**config.mk**
```make
export PLATFORM = sky130hd
export DESIGN_NAME = lives_led_indicator
export DESIGN_NICKNAME = d
export VERILOG_FILES = /design/src/rtl/lives_led_indicator.sv
export SDC_FILE = /design/constraint.sdc
export NUM_CORES = 1
export LEC_CHECK = 0
export ABC_AREA = 1
export BUFFER_PORTS_ARGS = -buffer_cell sky130_fd_sc_hd__buf_2
export CAP_MARGIN = 30
export CORE_ASPECT_RATIO = 2
export CORE_UTILIZATION = 45
export CTS_CLUSTER_DIAMETER = 150
export DETAILED_ROUTE_END_ITERATION = 12
export GPL_ROUTABILITY_DRIVEN = 0
export GPL_TIMING_DRIVEN = 0
export PLACE_DENSITY = 0.65
export SYNTH_ARGS = -nofsm -noshare
export SYNTH_HDL_FRONTEND = slang
export SYNTH_SLANG_ARGS = --single-unit
export TNS_END_PERCENT = 100
```
**constraint.sdc**
```tcl
create_clock -name clk -period 2 [get_ports clk]
set_input_delay 0.3 -clock clk [delete_from_list [all_inputs] [get_ports clk]]
set_output_delay 0.3 -clock clk [all_outputs]
set_load 0.1 [all_outputs]
```
**src/rtl/lives_led_indicator.sv**
```systemverilog
// Wrong-hit tracker and LED bar driver: thermometer bar during play, a fixed
// number of full-bar flashes on the last allowed mistake, then steady game over.
module lives_led_indicator #(
    parameter int N_LED     = 4,
    parameter int MAX_WRONG = 3,
    parameter int CNT_W     = 3,
    parameter int BLINK_DIV = 25000000,
    parameter int BLINK_N   = 3
) (
    input  logic             clk,
    input  logic             rst,
    input  logic             restart,
    input  logic             wrong,
    output logic [CNT_W-1:0] wrong_time,
    output logic             game_over,
    output logic [N_LED-1:0] LED
);

    localparam int DIV_W  = (BLINK_DIV > 1) ? $clog2(BLINK_DIV) : 1;
    localparam int HALF_W = $clog2(2 * BLINK_N);

    localparam logic [CNT_W-1:0]  LAST_HIT = CNT_W'(MAX_WRONG - 1);
    localparam logic [CNT_W-1:0]  MAX_HIT  = CNT_W'(MAX_WRONG);
    localparam logic [CNT_W-1:0]  CNT_ONE  = CNT_W'(32'd1);
    localparam logic [DIV_W-1:0]  CYC_LAST = DIV_W'(BLINK_DIV - 1);
    localparam logic [DIV_W-1:0]  CYC_ONE  = DIV_W'(32'd1);
    localparam logic [HALF_W-1:0] HALF_LAST = HALF_W'(2 * BLINK_N - 1);
    localparam logic [HALF_W-1:0] HALF_ONE  = HALF_W'(32'd1);
    localparam logic [N_LED-1:0]  LED_ON    = {N_LED{1'b1}};
    localparam logic [N_LED-1:0]  LED_OFF   = {N_LED{1'b0}};

    typedef enum logic [1:0] {
        ST_PLAY  = 2'd0,
        ST_FLASH = 2'd1,
        ST_OVER  = 2'd2
    } state_t;

    state_t             state_r, state_s;
    logic [CNT_W-1:0]   wrong_time_r, wrong_time_s;
    logic               game_over_r, game_over_s;
    logic [N_LED-1:0]   led_r, led_s;
    logic [DIV_W-1:0]   cyc_r, cyc_s;
    logic [HALF_W-1:0]  half_r, half_s;

    // Bar with one lit LED per mistake; saturates to all-on past N_LED.
    function automatic logic [N_LED-1:0] thermo(input logic [CNT_W-1:0] cnt);
        logic [N_LED-1:0] bar;
        bar = LED_OFF;
        for (int i = 0; i < N_LED; i++) begin
            if (int'(cnt) > i) begin
                bar[i] = 1'b1;
            end else begin
                bar[i] = 1'b0;
            end
        end
        return bar;
    endfunction

    // State and output registers.
    always_ff @(posedge clk) begin
        if (rst) begin
            state_r      <= ST_PLAY;
            wrong_time_r <= {CNT_W{1'b0}};
            game_over_r  <= 1'b0;
            led_r        <= LED_OFF;
            cyc_r        <= {DIV_W{1'b0}};
            half_r       <= {HALF_W{1'b0}};
        end else begin
            state_r      <= state_s;
            wrong_time_r <= wrong_time_s;
            game_over_r  <= game_over_s;
            led_r        <= led_s;
            cyc_r        <= cyc_s;
            half_r       <= half_s;
        end
    end

    // Next-state and next-output logic; restart overrides any wrong pulse.
    always_comb begin
        state_s      = state_r;
        wrong_time_s = wrong_time_r;
        game_over_s  = game_over_r;
        led_s        = led_r;
        cyc_s        = cyc_r;
        half_s       = half_r;

        if (restart) begin
            state_s      = ST_PLAY;
            wrong_time_s = {CNT_W{1'b0}};
            game_over_s  = 1'b0;
            led_s        = LED_OFF;
            cyc_s        = {DIV_W{1'b0}};
            half_s       = {HALF_W{1'b0}};
        end else begin
            case (state_r)
                ST_PLAY: begin
                    if (wrong && (wrong_time_r == LAST_HIT)) begin
                        state_s      = ST_FLASH;
                        wrong_time_s = MAX_HIT;
                        game_over_s  = 1'b1;
                        led_s        = LED_ON;
                        cyc_s        = {DIV_W{1'b0}};
                        half_s       = {HALF_W{1'b0}};
                    end else if (wrong) begin
                        wrong_time_s = wrong_time_r + CNT_ONE;
                        led_s        = thermo(wrong_time_r + CNT_ONE);
                    end else begin
                        led_s = thermo(wrong_time_r);
                    end
                end
                ST_FLASH: begin
                    if (cyc_r != CYC_LAST) begin
                        cyc_s = cyc_r + CYC_ONE;
                    end else if (half_r == HALF_LAST) begin
                        state_s = ST_OVER;
                        cyc_s   = {DIV_W{1'b0}};
                        half_s  = {HALF_W{1'b0}};
                        led_s   = LED_ON;
                    end else begin
                        cyc_s  = {DIV_W{1'b0}};
                        half_s = half_r + HALF_ONE;
                        led_s  = ~led_r;
                    end
                end
                ST_OVER: begin
                    led_s       = LED_ON;
                    game_over_s = 1'b1;
                end
                default: begin
                    state_s      = ST_PLAY;
                    wrong_time_s = {CNT_W{1'b0}};
                    game_over_s  = 1'b0;
                    led_s        = LED_OFF;
                    cyc_s        = {DIV_W{1'b0}};
                    half_s       = {HALF_W{1'b0}};
                end
            endcase
        end
    end

    assign wrong_time = wrong_time_r;
    assign game_over  = game_over_r;
    assign LED        = led_r;

endmodule

```
; ---- Word level (Yosys, flattened, before mapping)
; Index checks and enable logic that the tools add are counted.
[word_totals]
ff_bits = 38
in_bits = 4
out_inout_bits = 8
elab_cells = 68
[op_classes]
addsub = 3
magnitude_cmp = 8
eq_ne = 9
muxes = 29
n_bitwise = 4
reduce_logical = 9
[op_table]
columns = operator, count
row1 = case mux 25 bit (3 select lines), 1
row2 = 2-to-1 mux 25 bit, 2
row3 = "adder 25 x 1 -> 25 bit, second input constant", 1
row4 = "inequality test 25 bit, second input constant", 1
row5 = 2-to-1 mux 4 bit, 4
row6 = 2-to-1 mux 3 bit, 5
row7 = "> comparator 3 x 1 -> 1 bit, second input constant", 4
row8 = "> comparator 3 x 2 -> 1 bit, second input constant", 4
row9 = case mux 4 bit (3 select lines), 1
row10 = 2-to-1 mux 1 bit, 9
row11 = case mux 3 bit (3 select lines), 1
row12 = "adder 3 x 1 -> 3 bit, second input constant", 2
row13 = 2-to-1 mux 2 bit, 3
row14 = "inequality test 2 bit, second input constant", 3
row15 = case mux 2 bit (3 select lines), 1
row16 = case mux 3 bit (2 select lines), 1
row17 = AND reduction 2 bit, 3
row18 = inverter 4 bit, 1
row19 = AND reduction 4 bit, 1
row20 = OR reduction 2 bit, 2
row21 = "== test 3 x 2 -> 1 bit, second input constant", 1
row22 = "== test 3 bit, second input constant", 1
row23 = "inequality test 3 bit, second input constant", 1
row24 = inverter 1 bit, 3
row25 = other kinds (6), 6

; ---- Longest topological paths before layout
; Gate-level depths: netlist of the first run.
[logic_depth]
word_depth = 6
depth_mapped = 12

; ---- Least setup slack after synthesis of the first run
; Ideal clock, no wire load.
[synth_timing]
path_kind = flip-flop to flip-flop
startpoint = reg wrong_time_r[0] (netlist: wrong_time[0])
endpoint = reg cyc_r[10]
setup_time_ps = 78
t_arrival_ps = 2348
slack_ps = -425
stages_incl_launch_ff = 11
path_buffers = 1
period_less_slack_ps = 2425
path_cell_list = dfxtp_1 > inv_1 > ha_1 > nand3_4 > nand2_4 > nand2_4 > inv_2 > nand2_4 > nand2_4 > buf_6 > nor3_1
[synth_between]
elab_chain_cells = 4
[synth_rtl]
columns = item, line_no
row1 = start: declaration, 39  ; logic [CNT_W-1:0] wrong_time_r, wrong_time_s;
row2 = start signal: assignment, 63  ; wrong_time_r <= {CNT_W{1'b0}};
row3 = start signal: assignment, 70  ; wrong_time_r <= wrong_time_s;
row4 = == test 3 x 2 -> 1 bit, 97  ; if (wrong && (wrong_time_r == LAST_HIT)) begin
row5 = logical AND 1 bit, 97
row6 = inequality test 2 bit (no source line), n/a
row7 = AND reduction 2 bit (no source line), n/a
row8 = end signal: assignment, 66  ; cyc_r <= {DIV_W{1'b0}};
row9 = end signal: assignment, 73  ; cyc_r <= cyc_s;
row10 = end: declaration, 42  ; logic [DIV_W-1:0] cyc_r, cyc_s;
; No other way between the ends.
; A chain may end at the register's enable or synchronous reset.

; ---- Worst setup path after layout of the first run
[layout_timing]
startpoint = reg wrong_time_r[0] (netlist: wrong_time[0])
endpoint = reg cyc_r[24]
; The elaborated chain is that of the path after synthesis.

==> impl_metrics.json, run 1 <==
{
  "slew_violations": 0,
  "swShare_pct": 27.7,
  "fin_skew_ns": 0.00550,
  "syn_to_final_growth_pct": 9.87,
  "tritoncts": "yes",
  "drtAntennaViolNets": 0,
  "crit_start": "wrong_time[0]$_SDFFE_PP0P_",
  "die-height_um": 105,
  "vias": 2210,
  "synthTopCellsByArea": "dfxtp_1 32%, nand2_1 12%, inv_1 8.4%",
  "dpl.cell_count": 421,
  "grt_pass1_wl_um": 9650,
  "place_ws_ns": 0.0574,
  "p_int_mw": 1.09,
  "final_common_cell": "nand2_1",
  "synthXorXnorAreaFrac_pct": 1.45,
  "wirelength_um": 5760,
  "yosys.area.top_type_share_pct": 31.6,
  "path_clk_slew_ns": 0.08,
  "core_area_um2": 5140,
  "wl_per_cell_um": 13.4,
  "reg2reg_from": "wrong_time[0]$_SDFFE_PP0P_",
  "period_share_pct": 94.2,
  "syn_nets": 367,
  "initial_utilization_pct": 46.9,
  "synthAdderAreaFrac_pct": 5.71,
  "synthMuxAreaShare_pct": 0,
  "yosysUniqueCellTypes": 35,
  "finalNonFillerCells": 429,
  "slew_headroom_pct": 68.1,
  "crit_type": "reg2reg",
  "dp_hpwl_um": 4500,
  "critPathMaxFanout": 10,
  "cts_max_level": 2,
  "clkPwrFrac_pct": 36.1,
  "seq_area_frac_synth_pct": 31.6,
  "synthesis.area_um2": 2410,
  "p_comb_share_pct": 12.6,
  "synth_top_family_by_area": "simple AND/OR/NAND/NOR gates",
  "post-route-worst-setup-slack_ns": 0.116,
  "drv_cap": 0,
  "ys_ff_latch": 38,
  "synth_largest_area_cell": "dfxtp_1",
  "power.switching_mw": 0.418,
  "p_leak_nw": 1.12,
  "required_ns": 2.18,
  "cp.arrival_ns": 2.06,
  "hold_path_class": "in2reg",
  "reg2reg_slack_ns": 0.12,
  "diodes": 0,
  "critPathCaptureType": "flip-flop",
  "whs_ns": 0.319,
  "p_total_mw": 1.51,
  "rows": 37,
  "avgSynthCellArea_um2": 6.85,
  "die_x_um": 53.7,
  "cts_inserted_buffers": 5,
  "yosys_warnings": 0,
  "nets": 385,
  "outcome": "completed",
  "die_area_um2": 5670,
  "globalRouteOverflowTotal": 0,
  "reg2regPathDepth": 12,
  "clk_latency_ns": 0.29,
  "drive_gt1_share_pct": 15.4,
  "worst_slew_pin_slew_ns": 0.482,
  "period_needed_ns": 1.88,
  "clk_root_buffer_cell": "clkbuf_8",
  "max_freq_mhz": 531,
  "cp-start-kind": "flip-flop",
  "drtPass1Iterations": 4,
  "grt_pass1_vias": 2160,
  "mostFrequentLayoutCells": "75 x nand2_1, 54 x inv_1, 35 x dfxtp_1",
  "final_hold_viol_count": 0,
  "crit_path_end": "cyc_r[24]$_SDFFE_PP0P_",
  "powerDensity_nw_per_um2": 571,
  "grt_start_max_net_pins": 12,
  "cts_hold_buf": 0,
  "netlist_instances": 352,
  "setup_viol": 0,
  "drc_errors": 0,
  "yosys.area_share.simple_pct": 38.9,
  "synth_compound_area_share_pct": 11.6,
  "ir_drop_v": 0.000464,
  "first_iter_violations": 61,
  "io_pins": 12,
  "reg2reg_to": "cyc_r[24]$_SDFFE_PP0P_",
  "rsz0062_at_grt": "no",
  "p_seq_share_pct": 51.3,
  "fin_tns_setup_ns": 0,
  "n_fill_cell": 543,
  "track_usage_pct": 23.3,
  "io_buffer_count": 11,
  "cts.sinks": 38,
  "antenna_found_initial": 0,
  "postCtsSetupRepairBufs": 0,
  "clock_path_buffers": 2,
  "viasPerCell": 5.15
}
[registers in the layout (all words and copies together) (netlist names)]
signal,cells
LED,4
cyc_r,25
game_over,1
half_r,3
state_r,2
wrong_time,3
[stage by stage]
step                      cell area, um^2  utilization (%)
after floorplan                      2420                -
after global placement               2540             49.5
after detailed placement             2540             49.5
after CTS                            2640             51.3
after global routing                 2650             51.5
final                                2650             51.5
[synthesized netlist by cell type (all sizes together)]
| library cell | number |
|---|---|
| nor3b | 1 |
| nor2 | 40 |
| ha | 11 |
| a21oi | 30 |
| nor3 | 17 |
| buf | 3 |
| o21ai | 15 |
| nand2 | 84 |
| o22ai | 1 |
| and3 | 1 |
| nand3 | 33 |
| clkbuf | 1 |
| a31o | 1 |
| a311oi | 1 |
| nand4 | 7 |
| o21bai | 1 |
| dfxtp | 38 |
| clkinv | 1 |
| inv | 58 |
| or2 | 2 |
| o31ai | 1 |
| xor2 | 4 |
| o211ai | 1 |
[repair_timing]
| action | in CTS | in global routing |
|---|---|---|
| hold endpoints to repair | 0 | 0 |
| setup endpoints to repair | 0 | 9 |
| resized for setup | 0 | 2 |
[final cells by class]
class / instances / area, um^2 / share of cell area (%)
Sequential cell: 38 / 767 / 29.0
Multi-Input combinational cell: 251 / 1400 / 53.0
Buffer: 4 / 37.5 / 1.42
Clock inverter: 1 / 5.00 / 0.189
Timing Repair Buffer: 11 / 55.1 / 2.08
Inverter: 59 / 221 / 8.36
Tap cell: 58 / 72.6 / 2.74
Clock buffer: 7 / 86.3 / 3.26
[routing by layer]
metal	GRT usage, %	vias to the layer above	wire (um)
met4	11.1	0	162
met1	21.9	1002	2110
li1	-	1170	-
met5	0	-	0
met3	4.04	13	86
met2	44.1	25	3390
[critical path, stage by stage, from the launching register on]
cell	delay, ns
dfxtp_4	0.37
inv_1	0.20
ha_4	0.21
nand3_4	0.09
nand2_4	0.10
nand2_4	0.07
buf_6	0.15
nor2_8	0.16
nand2_4	0.11
nor2_2	0.12
nand3_1	0.08
nand2_1	0.07
nor2_1	0.03
[cell families (layout without fill, tap and decap cells)]
group	count (synthesis)	in the layout
buffers and inverters	63	82
flip-flops	38	38
XOR/XNOR	4	4
AO/OA/AOI/OAI	51	51
adder cells (fa/ha/maj)	11	11
AND/OR/NAND/NOR	185	185
[worst min path at each step]
stage,endpoint,cells past startpoint,slack (ns),from
3_3_place_gp,half_r[1]$_SDFFE_PP0P_,2,0.48,half_r[1]$_SDFFE_PP0P_
6_report,state_r[0]$_SDFFE_PP0P_,4,0.32,rst
5_1_grt,state_r[0]$_SDFFE_PP0P_,4,0.33,rst
3_5_place_dp,half_r[1]$_SDFFE_PP0P_,2,0.48,half_r[1]$_SDFFE_PP0P_
4_1_cts,state_r[0]$_SDFFE_PP0P_,4,0.31,rst
2_1_floorplan,half_r[2]$_SDFFE_PP0P_,2,0.46,half_r[2]$_SDFFE_PP0P_
[power groups by stage]
stage	logic (mW)	clock network [mW]	registers, mW
floorplan	0.0942	0	0.846
global placement	0.189	0	0.792
detailed placement	0.190	0	0.792
CTS	0.190	0.565	0.775
global route	0.209	0.600	0.776
finish	0.191	0.545	0.775
Note: power is estimated with default switching activity, not from simulation.
==> inputs of run 2 (changes only) <==
- CTS_CLUSTER_SIZE: unset -> 28
- MAX_ROUTING_LAYER: unset -> met4
- SETUP_SLACK_MARGIN: unset -> 0.2
==> run 2 against run 1 <==
  * Fmax grew 8.0%
  * Die area is the same
  * Final cell count grew 0.70%
==> impl_metrics.json, run 2 (synthesis gave the netlist of run 1 again) <==
{
  "outcome": "completed",
  "crit_type": "reg2reg",
  "cp_common_cell": "nand2_4",
  "viasPerCell": 5.20,
  "drc_errors": 0,
  "setup_viol": 0,
  "hold_path_class": "in2reg",
  "cts_hold_buf": 0,
  "whs_ns": 0.341,
  "clk_latency_ns": 0.29,
  "cp.arrival_ns": 1.93,
  "core_area_um2": 5140,
  "wirelength_um": 5740,
  "io_buffer_count": 11,
  "fin_skew_ns": 0.00520,
  "antenna_found_initial": 0,
  "mostFrequentLayoutCells": "75 x nand2_1, 52 x inv_1, 33 x dfxtp_1",
  "grt_pass1_vias": 2128,
  "slew_headroom_pct": 68.0,
  "critPathCaptureType": "flip-flop",
  "reg2reg_slack_ns": 0.26,
  "reg2regPathDepth": 12,
  "tritoncts": "yes",
  "reg2reg_from": "wrong_time[0]$_SDFFE_PP0P_",
  "path_clk_slew_ns": 0.08,
  "diodes": 0,
  "drtAntennaViolNets": 0,
  "die_x_um": 53.7,
  "period_needed_ns": 1.74,
  "globalRouteOverflowTotal": 0,
  "track_usage_pct": 23.1,
  "drive_gt1_share_pct": 18.2,
  "cts_max_level": 2,
  "grt_start_max_net_pins": 12,
  "p_total_mw": 1.53,
  "hold_depth": 4,
  "worst_slew_pin_slew_ns": 0.484,
  "period_share_pct": 87.2,
  "first_iter_violations": 42,
  "initial_utilization_pct": 46.9,
  "nets": 388,
  "final_common_cell": "nand2_1",
  "io_pins": 12,
  "largest_reg_flops": 25,
  "ir_drop_v": 0.000462,
  "top_register": "cyc_r",
  "slowest_stage": "dfxtp_4",
  "hold_end": "state_r[0]$_SDFFE_PP0P_",
  "clock_path_buffers": 2,
  "wl_per_cell_um": 13.3,
  "dp_hpwl_um": 4460,
  "critPathMaxFanout": 10,
  "grt_pass1_wl_um": 9430,
  "max_freq_mhz": 573,
  "cp-start-kind": "flip-flop",
  "cts.sinks": 38,
  "cp_slowest_stage_delay_ns": 0.38,
  "drtPass1Iterations": 4,
  "syn_to_final_growth_pct": 12.8,
  "required_ns": 2.18,
  "clk_root_buffer_cell": "clkbuf_8",
  "vias": 2248,
  "die_area_um2": 5670,
  "min-delay-start": "rst",
  "p_leak_nw": 1.14,
  "rsz0062_at_grt": "yes",
  "cts_inserted_buffers": 5,
  "die-height_um": 105,
  "rows": 37,
  "powerDensity_nw_per_um2": 562,
  "cp_cell_sequence": "clkinvlp_4 -> ha_4 -> nand3_4 -> nand2_4 -> nand2_4 -> buf_6 -> nor2_8 -> nand2_4 -> nor2_2 -> nand3_1 -> nand2_1 -> nor2_1",
  "reg2reg_to": "cyc_r[20]$_SDFFE_PP0P_",
  "slew_violations": 0,
  "final_hold_viol_count": 0,
  "fin_tns_setup_ns": 0,
  "drv_cap": 0
}
[run 2: cell count changes in the layout (fill, tap and decap cells not counted), sizes merged]
cell      delta
buf          +3
clkinvlp     +1
inv          -1
[run 2: timing repair]
action | 4_1_cts | 5_1_grt
buffers inserted | 0 | 3
setup endpoints to repair | 22 | 23
gates cloned | 0 | 0
gates resized for setup | 4 | 9
pin swaps | 0 | 2
[run 2: how the worst max path moves through the flow]
stage,cells after the start,slack [ns],start,endpoint
after CTS,11,0.20,cyc_r[0]$_SDFFE_PP0P_,cyc_r[10]$_SDFFE_PP0P_
final,12,0.26,wrong_time[0]$_SDFFE_PP0P_,cyc_r[20]$_SDFFE_PP0P_
after global placement,12,0.11,wrong_time[0]$_SDFFE_PP0P_,cyc_r[24]$_SDFFE_PP0P_
after detailed placement,12,0.11,wrong_time[0]$_SDFFE_PP0P_,cyc_r[24]$_SDFFE_PP0P_
after floorplan,12,0.22,wrong_time[0]$_SDFFE_PP0P_,cyc_r[24]$_SDFFE_PP0P_
after global routing,11,0.17,state_r[0]$_SDFFE_PP0P_,cyc_r[24]$_SDFFE_PP0P_
[run 2: area by class of cell]
cell class / instances / area, um^2
Fill cell: 522 / 2420
Clock buffer: 7 / 86.3
Inverter: 59 / 225
Multi-Input combinational cell: 251 / 1420
Clock inverter: 1 / 5.00
Buffer: 4 / 47.5
Timing Repair Buffer: 14 / 90.1
Tap cell: 58 / 72.6
Sequential cell: 38 / 772
[run 2: through the flow]
stage | setup slack (ns) | cells | util, % | instance area, um^2
floorplan | 0.216 | 352 | - | 2420
global placement | 0.109 | 421 | 49.6 | 2550
detailed placement | 0.110 | 421 | 49.6 | 2550
CTS | 0.201 | 429 | 51.7 | 2660
global route | 0.166 | 432 | 52.9 | 2720
finish | 0.256 | 432 | 52.9 | 2720
[run 2: metal layers]
| layer | up-vias | share of wire (%) | wire, um | global-route usage (%) |
|---|---|---|---|---|
| met1 | 1033 | 37 | 2110 | 20.2 |
| met5 | - | 0 | 0 | - |
| met2 | 29 | 58 | 3340 | 43.9 |
| met3 | 14 | 1.7 | 96 | 3.32 |
| met4 | 0 | 3.3 | 188 | 10.5 |
| li1 | 1172 | - | - | - |
[run 2: power breakdown]
group / total (mW) / switching (mW) / internal (mW)
Sequential: 0.774 / 0.0102 / 0.764
Combinational: 0.201 / 0.145 / 0.0561
Clock: 0.553 / 0.274 / 0.278
Total: 1.53 / 0.429 / 1.10
[run 2: worst max-delay path: cells and delay by family (launching register included)]
kind                     cells  cell delay (ns)
AND/OR/NAND/NOR              9             0.86
flip-flops                   1             0.38
buffers and inverters        2             0.24
adder cells (fa/ha/maj)      1             0.17
